===== src/rtl/seg7_pkg.sv =====
`default_nettype none
// ============================================================================
//  Module   : seg7_pkg
//  Purpose  : Shared glyph codes and FSM state type for the seven-segment
//             scan decoder. Codes are active-low segments {g,f,e,d,c,b,a}.
//  Revision : 1.0  initial release
// ============================================================================
package seg7_pkg;

  localparam logic [6:0] SEG_0     = 7'h40;
  localparam logic [6:0] SEG_1     = 7'h79;
  localparam logic [6:0] SEG_2     = 7'h24;
  localparam logic [6:0] SEG_3     = 7'h30;
  localparam logic [6:0] SEG_4     = 7'h19;
  localparam logic [6:0] SEG_5     = 7'h12;
  localparam logic [6:0] SEG_6     = 7'h02;
  localparam logic [6:0] SEG_7     = 7'h78;
  localparam logic [6:0] SEG_8     = 7'h00;
  localparam logic [6:0] SEG_9     = 7'h10;
  localparam logic [6:0] SEG_A     = 7'h08;
  localparam logic [6:0] SEG_B     = 7'h03;
  localparam logic [6:0] SEG_C     = 7'h46;
  localparam logic [6:0] SEG_D     = 7'h21;
  localparam logic [6:0] SEG_E     = 7'h06;
  localparam logic [6:0] SEG_F     = 7'h0E;
  localparam logic [6:0] SEG_BLANK = 7'h7F;

  // Index of an entry is the nibble it decodes to
  localparam logic [6:0] SEG_GLYPH [16] = '{
    SEG_0, SEG_1, SEG_2, SEG_3, SEG_4, SEG_5, SEG_6, SEG_7,
    SEG_8, SEG_9, SEG_A, SEG_B, SEG_C, SEG_D, SEG_E, SEG_F
  };

  typedef enum logic [1:0] {
    IDLE   = 2'd0,
    SETTLE = 2'd1,
    HELD   = 2'd2
  } state_t;

endpackage
`default_nettype wire


===== src/rtl/seg7_scan_decoder_if.sv =====
`default_nettype none
// ============================================================================
//  Module   : seg7_scan_decoder_if
//  Purpose  : Bundles the multiplexed display bus and the decoded results.
//             master = display driver / consumer side, slave = decoder.
//  Revision : 1.0  initial release
// ============================================================================
interface seg7_scan_decoder_if #(
  parameter int NUM_DIGITS = 8
);

  logic [7:0]              seg_in;
  logic [NUM_DIGITS-1:0]   an_in;
  logic                    clr;
  logic [4*NUM_DIGITS-1:0] digits_o;
  logic [NUM_DIGITS-1:0]   valid_o;
  logic [NUM_DIGITS-1:0]   dp_o;
  logic                    frame_done_o;
  logic                    err_o;

  modport master (
    output seg_in, an_in, clr,
    input  digits_o, valid_o, dp_o, frame_done_o, err_o
  );

  modport slave (
    input  seg_in, an_in, clr,
    output digits_o, valid_o, dp_o, frame_done_o, err_o
  );

endinterface
`default_nettype wire


===== src/rtl/seg7_decode.sv =====
`default_nettype none
// ============================================================================
//  Module   : seg7_decode
//  Purpose  : Combinational lookup of a 7-bit active-low segment code back to
//             its hex nibble; also flags the all-off blank pattern.
//  Revision : 1.0  initial release
// ============================================================================
module seg7_decode
  import seg7_pkg::*;
(
  input  logic [6:0] seg,
  output logic       hit,
  output logic       blank,
  output logic [3:0] nibble
);

  // Scan the glyph table; codes are unique so at most one entry matches
  always_comb begin
    hit    = 1'b0;
    nibble = 4'h0;
    blank  = (seg == SEG_BLANK);
    for (int i = 0; i < 16; i++) begin
      if (seg == SEG_GLYPH[i]) begin
        hit    = 1'b1;
        nibble = 4'(i);
      end
    end
  end

endmodule
`default_nettype wire


===== src/rtl/seg7_scan_decoder.sv =====
`default_nettype none
// ============================================================================
//  Module   : seg7_scan_decoder
//  Purpose  : Watches a multiplexed active-low seven-segment bus, waits for
//             each digit pattern to be stable, decodes and stores it per
//             digit position, and pulses when a full frame was captured.
//  Revision : 1.0  initial release
// ============================================================================
module seg7_scan_decoder
  import seg7_pkg::*;
#(
  parameter int NUM_DIGITS = 8,
  parameter int STABLE_CYC = 4
) (
  input  wire logic        clk,
  input  wire logic        rst_n,
  seg7_scan_decoder_if.slave bus
);

  localparam int             CW   = (STABLE_CYC > 2) ? $clog2(STABLE_CYC) : 1;
  localparam int             SW   = NUM_DIGITS + 8;
  localparam logic [CW-1:0]  CMAX = CW'(STABLE_CYC - 1);

  logic [SW-1:0]           r_samp;
  logic [CW-1:0]           r_cnt;
  logic [CW-1:0]           w_cnt_nxt;
  state_t                  r_state;
  state_t                  w_state_nxt;
  logic [NUM_DIGITS-1:0]   r_seen;
  logic                    r_frame;
  logic                    r_err;

  logic                    w_same;
  logic                    w_in_none;
  logic                    w_commit;
  logic [NUM_DIGITS-1:0]   w_an_low;
  logic                    w_one;
  logic [NUM_DIGITS-1:0]   w_wr;
  logic [NUM_DIGITS-1:0]   w_seen_nxt;
  logic                    w_frame;
  logic                    w_err_set;
  logic                    w_hit;
  logic                    w_blank;
  logic [3:0]              w_nibble;
  logic [4*NUM_DIGITS-1:0] w_digits;
  logic [NUM_DIGITS-1:0]   w_valid;
  logic [NUM_DIGITS-1:0]   w_dp;

  assign w_same    = ({bus.an_in, bus.seg_in} == r_samp);
  assign w_in_none = &bus.an_in;

  // Commits only happen when the new sample equals r_samp, so decoding the
  // registered sample is the same as decoding the live inputs.
  assign w_an_low  = ~r_samp[SW-1:8];
  assign w_one     = $onehot(w_an_low);
  assign w_wr      = (w_commit && w_one) ? w_an_low : '0;
  assign w_seen_nxt = r_seen | w_wr;
  assign w_frame   = (|w_wr) && (&w_seen_nxt);
  assign w_err_set = w_commit && (!w_one || (!w_hit && !w_blank));

  seg7_decode u_decode (
    .seg    (r_samp[6:0]),
    .hit    (w_hit),
    .blank  (w_blank),
    .nibble (w_nibble)
  );

  // Next-state, stable counter and commit decision; clr overrides everything
  always_comb begin
    w_cnt_nxt   = r_cnt;
    w_state_nxt = r_state;
    w_commit    = 1'b0;
    if (!w_same) begin
      w_cnt_nxt   = '0;
      w_state_nxt = w_in_none ? IDLE : SETTLE;
    end else begin
      if (r_cnt != CMAX) w_cnt_nxt = r_cnt + CW'(1);
      case (r_state)
        IDLE: begin
          if (!w_in_none) begin
            w_state_nxt = SETTLE;
            w_cnt_nxt   = '0;
          end
        end
        SETTLE: begin
          if (w_in_none) begin
            w_state_nxt = IDLE;
          end else if (r_cnt == CMAX) begin
            w_commit    = 1'b1;
            w_state_nxt = HELD;
          end
        end
        HELD:    w_state_nxt = HELD;
        default: w_state_nxt = IDLE;
      endcase
    end
    if (bus.clr) begin
      w_cnt_nxt   = '0;
      w_state_nxt = SETTLE;
      w_commit    = 1'b0;
    end
  end

  // Sampler, FSM state, frame tracking and sticky error
  always_ff @(posedge clk or negedge rst_n) begin
    if (!rst_n) begin
      r_samp  <= '0;
      r_cnt   <= '0;
      r_state <= IDLE;
      r_seen  <= '0;
      r_frame <= 1'b0;
      r_err   <= 1'b0;
    end else begin
      r_samp  <= {bus.an_in, bus.seg_in};
      r_cnt   <= w_cnt_nxt;
      r_state <= w_state_nxt;
      if (bus.clr) begin
        r_seen  <= '0;
        r_frame <= 1'b0;
        r_err   <= 1'b0;
      end else begin
        r_seen  <= w_frame ? '0 : w_seen_nxt;
        r_frame <= w_frame;
        if (w_err_set) r_err <= 1'b1;
      end
    end
  end

  for (genvar i = 0; i < NUM_DIGITS; i++) begin : g_digit
    logic [3:0] r_nib;
    logic       r_val;
    logic       r_dp;

    // Per-digit capture; a blank or illegal glyph keeps the old nibble
    always_ff @(posedge clk or negedge rst_n) begin
      if (!rst_n) begin
        r_nib <= 4'h0;
        r_val <= 1'b0;
        r_dp  <= 1'b0;
      end else if (bus.clr) begin
        r_nib <= 4'h0;
        r_val <= 1'b0;
        r_dp  <= 1'b0;
      end else if (w_wr[i]) begin
        if (w_hit) r_nib <= w_nibble;
        r_val <= w_hit;
        r_dp  <= ~r_samp[7];
      end
    end

    assign w_digits[4*i +: 4] = r_nib;
    assign w_valid[i]         = r_val;
    assign w_dp[i]            = r_dp;
  end

  assign bus.digits_o     = w_digits;
  assign bus.valid_o      = w_valid;
  assign bus.dp_o         = w_dp;
  assign bus.frame_done_o = r_frame;
  assign bus.err_o        = r_err;

endmodule
`default_nettype wire


===== src/flat_wrapper.sv =====
// flat-port wrapper written by rule: the top's interface ports become plain ports
module seg7_scan_decoder_flat import seg7_pkg::*;
#(
  parameter int NUM_DIGITS = 8,
  parameter int STABLE_CYC = 4
)
  (clk, rst_n, bus_seg_in, bus_an_in, bus_clr, bus_digits_o, bus_valid_o, bus_dp_o, bus_frame_done_o, bus_err_o);
  seg7_scan_decoder_if #(.NUM_DIGITS(NUM_DIGITS)) bus_i ();
  input  wire logic clk;
  input  wire logic rst_n;
  input wire logic [$bits(bus_i.seg_in)-1:0] bus_seg_in;
  input wire logic [$bits(bus_i.an_in)-1:0] bus_an_in;
  input wire logic [$bits(bus_i.clr)-1:0] bus_clr;
  output wire logic [$bits(bus_i.digits_o)-1:0] bus_digits_o;
  output wire logic [$bits(bus_i.valid_o)-1:0] bus_valid_o;
  output wire logic [$bits(bus_i.dp_o)-1:0] bus_dp_o;
  output wire logic [$bits(bus_i.frame_done_o)-1:0] bus_frame_done_o;
  output wire logic [$bits(bus_i.err_o)-1:0] bus_err_o;
  assign bus_i.seg_in = bus_seg_in;
  assign bus_i.an_in = bus_an_in;
  assign bus_i.clr = bus_clr;
  assign bus_digits_o = bus_i.digits_o;
  assign bus_valid_o = bus_i.valid_o;
  assign bus_dp_o = bus_i.dp_o;
  assign bus_frame_done_o = bus_i.frame_done_o;
  assign bus_err_o = bus_i.err_o;
  seg7_scan_decoder #(.NUM_DIGITS(NUM_DIGITS), .STABLE_CYC(STABLE_CYC)) u_core (.clk(clk), .rst_n(rst_n), .bus(bus_i));
endmodule

===== config.mk =====
export PLATFORM = sky130hd
export DESIGN_NAME = seg7_scan_decoder_flat
export DESIGN_NICKNAME = d
export VERILOG_FILES = /design/src/rtl/seg7_pkg.sv /design/src/rtl/seg7_scan_decoder_if.sv /design/src/rtl/seg7_decode.sv /design/src/rtl/seg7_scan_decoder.sv /design/src/flat_wrapper.sv
export SDC_FILE = /design/constraint.sdc
export NUM_CORES = 1
export LEC_CHECK = 0
export BUFFER_PORTS_ARGS = -buffer_cell sky130_fd_sc_hd__buf_4
export CAP_MARGIN = 10
export CORE_MARGIN = 2
export CORE_UTILIZATION = 35
export CTS_CLUSTER_SIZE = 25
export DETAILED_ROUTE_END_ITERATION = 12
export GPL_TIMING_DRIVEN = 0
export PLACE_DENSITY = 0.58
export SYNTH_ARGS = -nofsm -noshare
export SYNTH_HDL_FRONTEND = slang
export SYNTH_SLANG_ARGS = --single-unit

===== constraint.sdc =====
create_clock -name clk -period 4.2 [get_ports clk]
set_clock_uncertainty 0.15 [all_clocks]
set_input_delay 0.63 -clock clk [delete_from_list [all_inputs] [get_ports clk]]
set_output_delay 0.63 -clock clk [all_outputs]
set_load 0.1 [all_outputs]

Word-level counts from Yosys, hierarchy flattened --
Cells that the tools add are included.
Cells by class: bitwise gates (word level) 3, $add $sub $neg 8, eq/ne operators 24, reduce and logical (&&, ||, !) cells 32, muxes and demuxes 103
Operators by type and width (count):
- 4-bit two-way mux | 31
- 1-bit two-way mux | 58
- 7-bit equality test, second input constant | 5
- 8-bit two-way mux | 3
- 7-bit by 5-bit equality test with 1-bit output, second input constant | 3
- 7-bit by 6-bit equality test with 1-bit output, second input constant | 3
- 2-bit two-way mux | 10
- 2-bit nonzero test | 10
- 2-bit AND reduction | 9
- 16-bit equality test | 1
- 8-bit AND reduction | 2
- 7-bit by 2-bit equality test with 1-bit output, second input constant | 2
- 7-bit by 4-bit equality test with 1-bit output, second input constant | 2
- 4-bit adder | 3
- 1-bit by 1-bit adder with 2-bit output | 4
- 8-bit inverter | 1
- 8-bit bitwise OR | 1
- 8-bit OR reduction | 1
- 7-bit by 3-bit equality test with 1-bit output, second input constant | 1
- 7-bit zero test | 1
- 2-bit one-hot mux with 3 select lines | 1
- 5-bit inequality test, second input constant | 1
- 2-bit equality test, second input constant | 2
- 4-bit by 1-bit equality test with 1-bit output, second input constant | 1
- other kinds (9) | 14
Word-level totals: output and inout port bits 50, flip-flop bits (word level) 78, input bits 19, logic and storage cells 200

Logic depth before layout (Yosys ltp) --
depth in word-level cells 23, gate-level depth with buffers 17, depth with buffers taken out 14

By module --
From an unflattened synthesis, not the netlist that was laid out.
Unflattened totals: cell total of the unflattened synthesis 389, area, all modules 4162.7 um^2
Modules (own cells, without submodules):
- seg7_scan_decoder | times used 1, area each 3746.1 um^2, seq. area each 1951.9 um^2, cells each 331
- seg7_decode | times used 1, area each 416.6 um^2, seq. area each 0.0 um^2, cells each 58

Worst setup path after synthesis --
Ideal clock, no wire load.
kind flip-flop to flip-flop, from reg u_core.r_samp[12], to reg u_core.g_digit[0].r_nib[2], buffers on the path 2, slack -0.088 ns, required time 3.925 ns, data arrival time 4.013 ns, library setup time 0.125 ns, cell stages (with the launch flop) 15, clock period less this slack 4.288 ns, cells stage by stage dfrtp_1 clkbuf_1 inv_1 ha_1 fa_1 fa_1 ha_1 inv_1 fa_1 nand4b_1 nor3_2 nand2_4 buf_6 nor3_4 mux2_2
Between the ends: cells in the longest elaborated chain, start to end 9, elaborated cells on any way between the ends 12, classes of those cells add/sub: 3; eq/ne: 2; mux: 3; bitwise: 1; reduce/logical: 3
Ends and longest elaborated chain:
- start, declared | line seg7_scan_decoder.sv:24 | logic [SW-1:0] r_samp;
- start signal, assigned | line seg7_scan_decoder.sv:114 | r_samp <= {bus.an_in, bus.seg_in};
- 8-bit inverter | line seg7_scan_decoder.sv:54 | assign w_an_low = ~r_samp[SW-1:8];
- 1-bit by 1-bit adder with 2-bit output (not written as such) | line seg7_scan_decoder.sv:55 | assign w_one = $onehot(w_an_low);
- 4-bit adder (not written as such) (2 in a row) | line seg7_scan_decoder.sv:55
- 4-bit by 1-bit equality test with 1-bit output | line seg7_scan_decoder.sv:55
- 1-bit logical AND * | line seg7_scan_decoder.sv:56 | assign w_wr = (w_commit && w_one) ? w_an_low : '0;
- 8-bit two-way mux * | line seg7_scan_decoder.sv:56
- 2-bit nonzero test (no source line) *
- 2-bit AND reduction (no source line) *
- end signal, assigned | line seg7_scan_decoder.sv:145 | if (w_hit) r_nib <= w_nibble;
- end, declared | line seg7_scan_decoder.sv:130 | logic [3:0] r_nib;
Every way passes the cells marked *; elsewhere a longest branch is shown, timed or not. A chain may end at the register's enable or synchronous reset.

Worst setup path in the final report --
from reg u_core.r_samp[8], to reg u_core.g_digit[1].r_nib[2]
Between the ends: cells in the longest elaborated chain, start to end 9, elaborated cells on any way between the ends 12, classes of those cells add/sub: 3; eq/ne: 2; mux: 3; bitwise: 1; reduce/logical: 3
Ends and longest elaborated chain (line):
- 8-bit inverter | seg7_scan_decoder.sv:54
- 1-bit by 1-bit adder with 2-bit output (not written as such) | seg7_scan_decoder.sv:55
- 4-bit adder (not written as such) (2 in a row) | seg7_scan_decoder.sv:55
- 4-bit by 1-bit equality test with 1-bit output | seg7_scan_decoder.sv:55
- 1-bit logical AND * | seg7_scan_decoder.sv:56
- 8-bit two-way mux * | seg7_scan_decoder.sv:56
- 2-bit nonzero test (no source line) *
- 2-bit AND reduction (no source line) *
- end signal, assigned | seg7_scan_decoder.sv:145
- end, declared | seg7_scan_decoder.sv:130
Marked as above.

==> impl_metrics.toml <==
[status]
status = "completed"

[worst_setup_path]
slowest_stage = "fa_1"
crit_buf_inv = 3
rrSetupSlack_ps = 140
critPathKind = "reg2reg"
worstPathArrival_ps = 4140
start_kind = "flip-flop"
cp_max_fo = 10
worstPathCellList = "inv_1, ha_1, fa_1, fa_1, ha_1, inv_1, fa_1, nand4b_1, nor3_4, nand2_4, buf_6, or3_4, a31o_1"
crit_required_ps = 4280
cp-end-kind = "flip-flop"
cp_top_family = "adder cells"
crit_path_frequent_cell = "fa_1"
cpPeakStageDelay_ps = 550

[drt]
postRouteAntennaNets = 0
drt_wl_total_um = 10900
first_pass_iters = 5
dr.first_iter.drc_count = 153
routed_via_density = 5.14
wl_per_cell_um = 17.3
routed-via-count = 3250
drcViolationCount = 0

[cts]
cts_root_buf = "clkbuf_16"
cts_buffer_depth = 2
htree_levels = 3
clk_latency_ps = 340
numCtsBuffers = 9
cts_tree = "built"
path_clk_slew_ps = 60
clock-sinks = 78
cts_hold_buf = 0

[synth]
yosys.area_share.simple_pct = 17.3
synth_top_family_by_area = "simple AND/OR/NAND/NOR gates"
synth_top_area_share_pct = 47.8
yosysSeqAreaShare_pct = 47.8
synth_commonest_cells = "dfrtp_1 (78), nand2_1 (37), inv_1 (21)"
yosys.area.top_type = "dfrtp_1"
syn-num-nets = 414
synth_area_leaders = "dfrtp_1 (48%), mux2i_1 (3.9%), xnor2_1 (3.6%)"
async_reset_ff_share_pct = 100
synth_fa_ha_area_share_pct = 3.80
avgSynthCellArea_um2 = 10.6
synth_area_um2 = 4080
ys.flop_type = "dfrtp_1"
synth_mux_area_share_pct = 5.85
synth_most_common_cell = "dfrtp_1"
synth-edff-count = 0
synth_compound_area_share_pct = 13.6
synth_xor_area_share_pct = 3.86
syn_inst = 385
synth_cell_type_count = 60
yosys_warnings = 0
synth-seq-cells = 78

[cells_and_area]
fin_area_um2 = 5320
diodes = 0
drive_gt1_share_pct = 33.9
areaGrowthSynthToFinish_pct = 30.3
final_core_util_pct = 46.6
num-nets-final = 513

[global_route]
grt_pass1_vias = 3250
track_usage_pct = 17.7
antenna_found_initial = 0
grt_pass1_wl_um = 17300
grt-ovfl-total = 0
grt_max_degree = 79

[floorplanning]
fp.dieW_um = 112
coreArea_um2 = 11400
die-area_um2 = 12500
num_rows = 39
die_h_um = 112
io_pins = 69
start_util_pct = 35.8

[power]
combPwrFrac_pct = 9.6
seq_power_share_pct = 42.4
swShare_pct = 25.4
power_density_nw_per_um2 = 341
p_clk_share_pct = 48.0
internal_power_w = 0.00135
worst_ir_drop_vdd_mv = 0.219
power_switching_w = 0.000462
finalPower_w = 0.00181
p_leak_nw = 2.45

[timing]
drv_slew = 0
fmax_mhz = 246
finalHoldViolCount = 0
tightest_slew_ps = 999
maxSlewHeadroom_pct = 33.4
period_share_pct = 96.7
setup_viol = 0
post-route-min-period_ps = 4060

[hold_path]
hp-class = "in2reg"

[place]
post-dp-hpwl_um = 7610
dpl-instance-area_um2 = 4770
portBuffers = 67
routabilityCongestion = 0.828

[flow_run]
cap_viol_max_count = 0
-- power groups by stage --
stage	clock network, W	registers, W	logic (W)
after floorplan	0	0.000782	0.0000980
after global placement	0	0.000787	0.000154
after detailed placement	0	0.000787	0.000159
after CTS	0.000876	0.000770	0.000175
after global routing	0.000905	0.000771	0.000194
final	0.000871	0.000770	0.000174
-- worst paths after layout --
| kind | start | end | depth (start not counted) |
|---|---|---|---|
| setup / recovery | u_core.r_samp[8]$_DFF_PN0_ | u_core.g_digit[1].r_nib[2]$_DFFE_PN0P_ | 13 |
| hold / removal | bus_seg_in[1] | u_core.r_samp[1]$_DFF_PN0_ | 1 |
| setup reg to reg | u_core.r_samp[8]$_DFF_PN0_ | u_core.g_digit[1].r_nib[2]$_DFFE_PN0P_ | 13 |
| hold reg to reg | u_core.r_cnt[0]$_DFF_PN0_ | u_core.r_cnt[0]$_DFF_PN0_ | 1 |
| max in group asynchronous | rst_n | u_core.r_samp[11]$_DFF_PN0_ | 1 |
| min in group asynchronous | rst_n | u_core.r_samp[2]$_DFF_PN0_ | 1 |
-- through the flow --
step                      setup TNS [ps]  cells  hold slack [ps]  worst slack, ps
after floorplan                        0    385              184             24.7
after global placement            -21350    595              302             -617
after detailed placement          -25340    595              328             -674
after CTS                              0    621              255             10.4
after global routing               -29.1    632              255            -13.6
final                                  0    632              262              137
-- cell type report --
cell class,count,area (um^2)
plain buffers,35,234
inverters,22,82.6
repair buffers,89,681
flip-flops and latches,78,1960
clock buffers,9,225
fillers,1124,6100
clock inverters,7,104
multi-input cells,249,1860
well taps,143,179
-- cell families (layout without fill, tap and decap cells) --
group                    Yosys count  count (layout)
XOR/XNOR                          18              18
AND/OR/NAND/NOR                  118             118
adder cells (fa/ha/maj)           10              10
buffers and inverters             58             162
multiplexers                      23              23
AO/OA/AOI/OAI                     80              80
flip-flops                        78              78
-- cell usage in the layout, fill, tap and decap left out, types with 14 or more instances in the layout --
| cell type | synthesis | layout |
|---|---|---|
| nor2_1 | 20 | 17 |
| dfrtp_1 | 78 | 72 |
| xnor2_1 | 17 | 17 |
| o21ai_0 | 14 | 14 |
| buf_4 | 18 | 106 |
| nand2_1 | 37 | 37 |
| mux2i_1 | 16 | 16 |
| a21oi_1 | 14 | 14 |
| inv_1 | 21 | 21 |
-- routing by layer --
layer | vias to the layer above | track usage, % | part of all wire [%]
li1 | 1540 | - | -
met1 | 1586 | 23.2 | 45
met2 | 99 | 27.8 | 46
met3 | 25 | 3.62 | 4.8
met4 | 0 | 9.19 | 3.8
met5 | - | 0 | 0
-- flip-flops by register name, indices dropped and copies added, names as in the netlist --
name                     count
u_core.g_digit.r_nib        32
u_core.r_samp               16
u_core.g_digit.r_dp          8
u_core.r_cnt                 2
u_core.r_state               2
u_core.bus.err_o             1
u_core.g_digit.r_val         8
u_core.bus.frame_done_o      1
u_core.r_seen                8
-- timing repair --
item,CTS,global route
cloned,0,0
gates resized for setup,8,10
setup endpoints to repair,56,39
setup buffers,11,11
pin swaps,4,6
(Power assumes the default switching activity.)
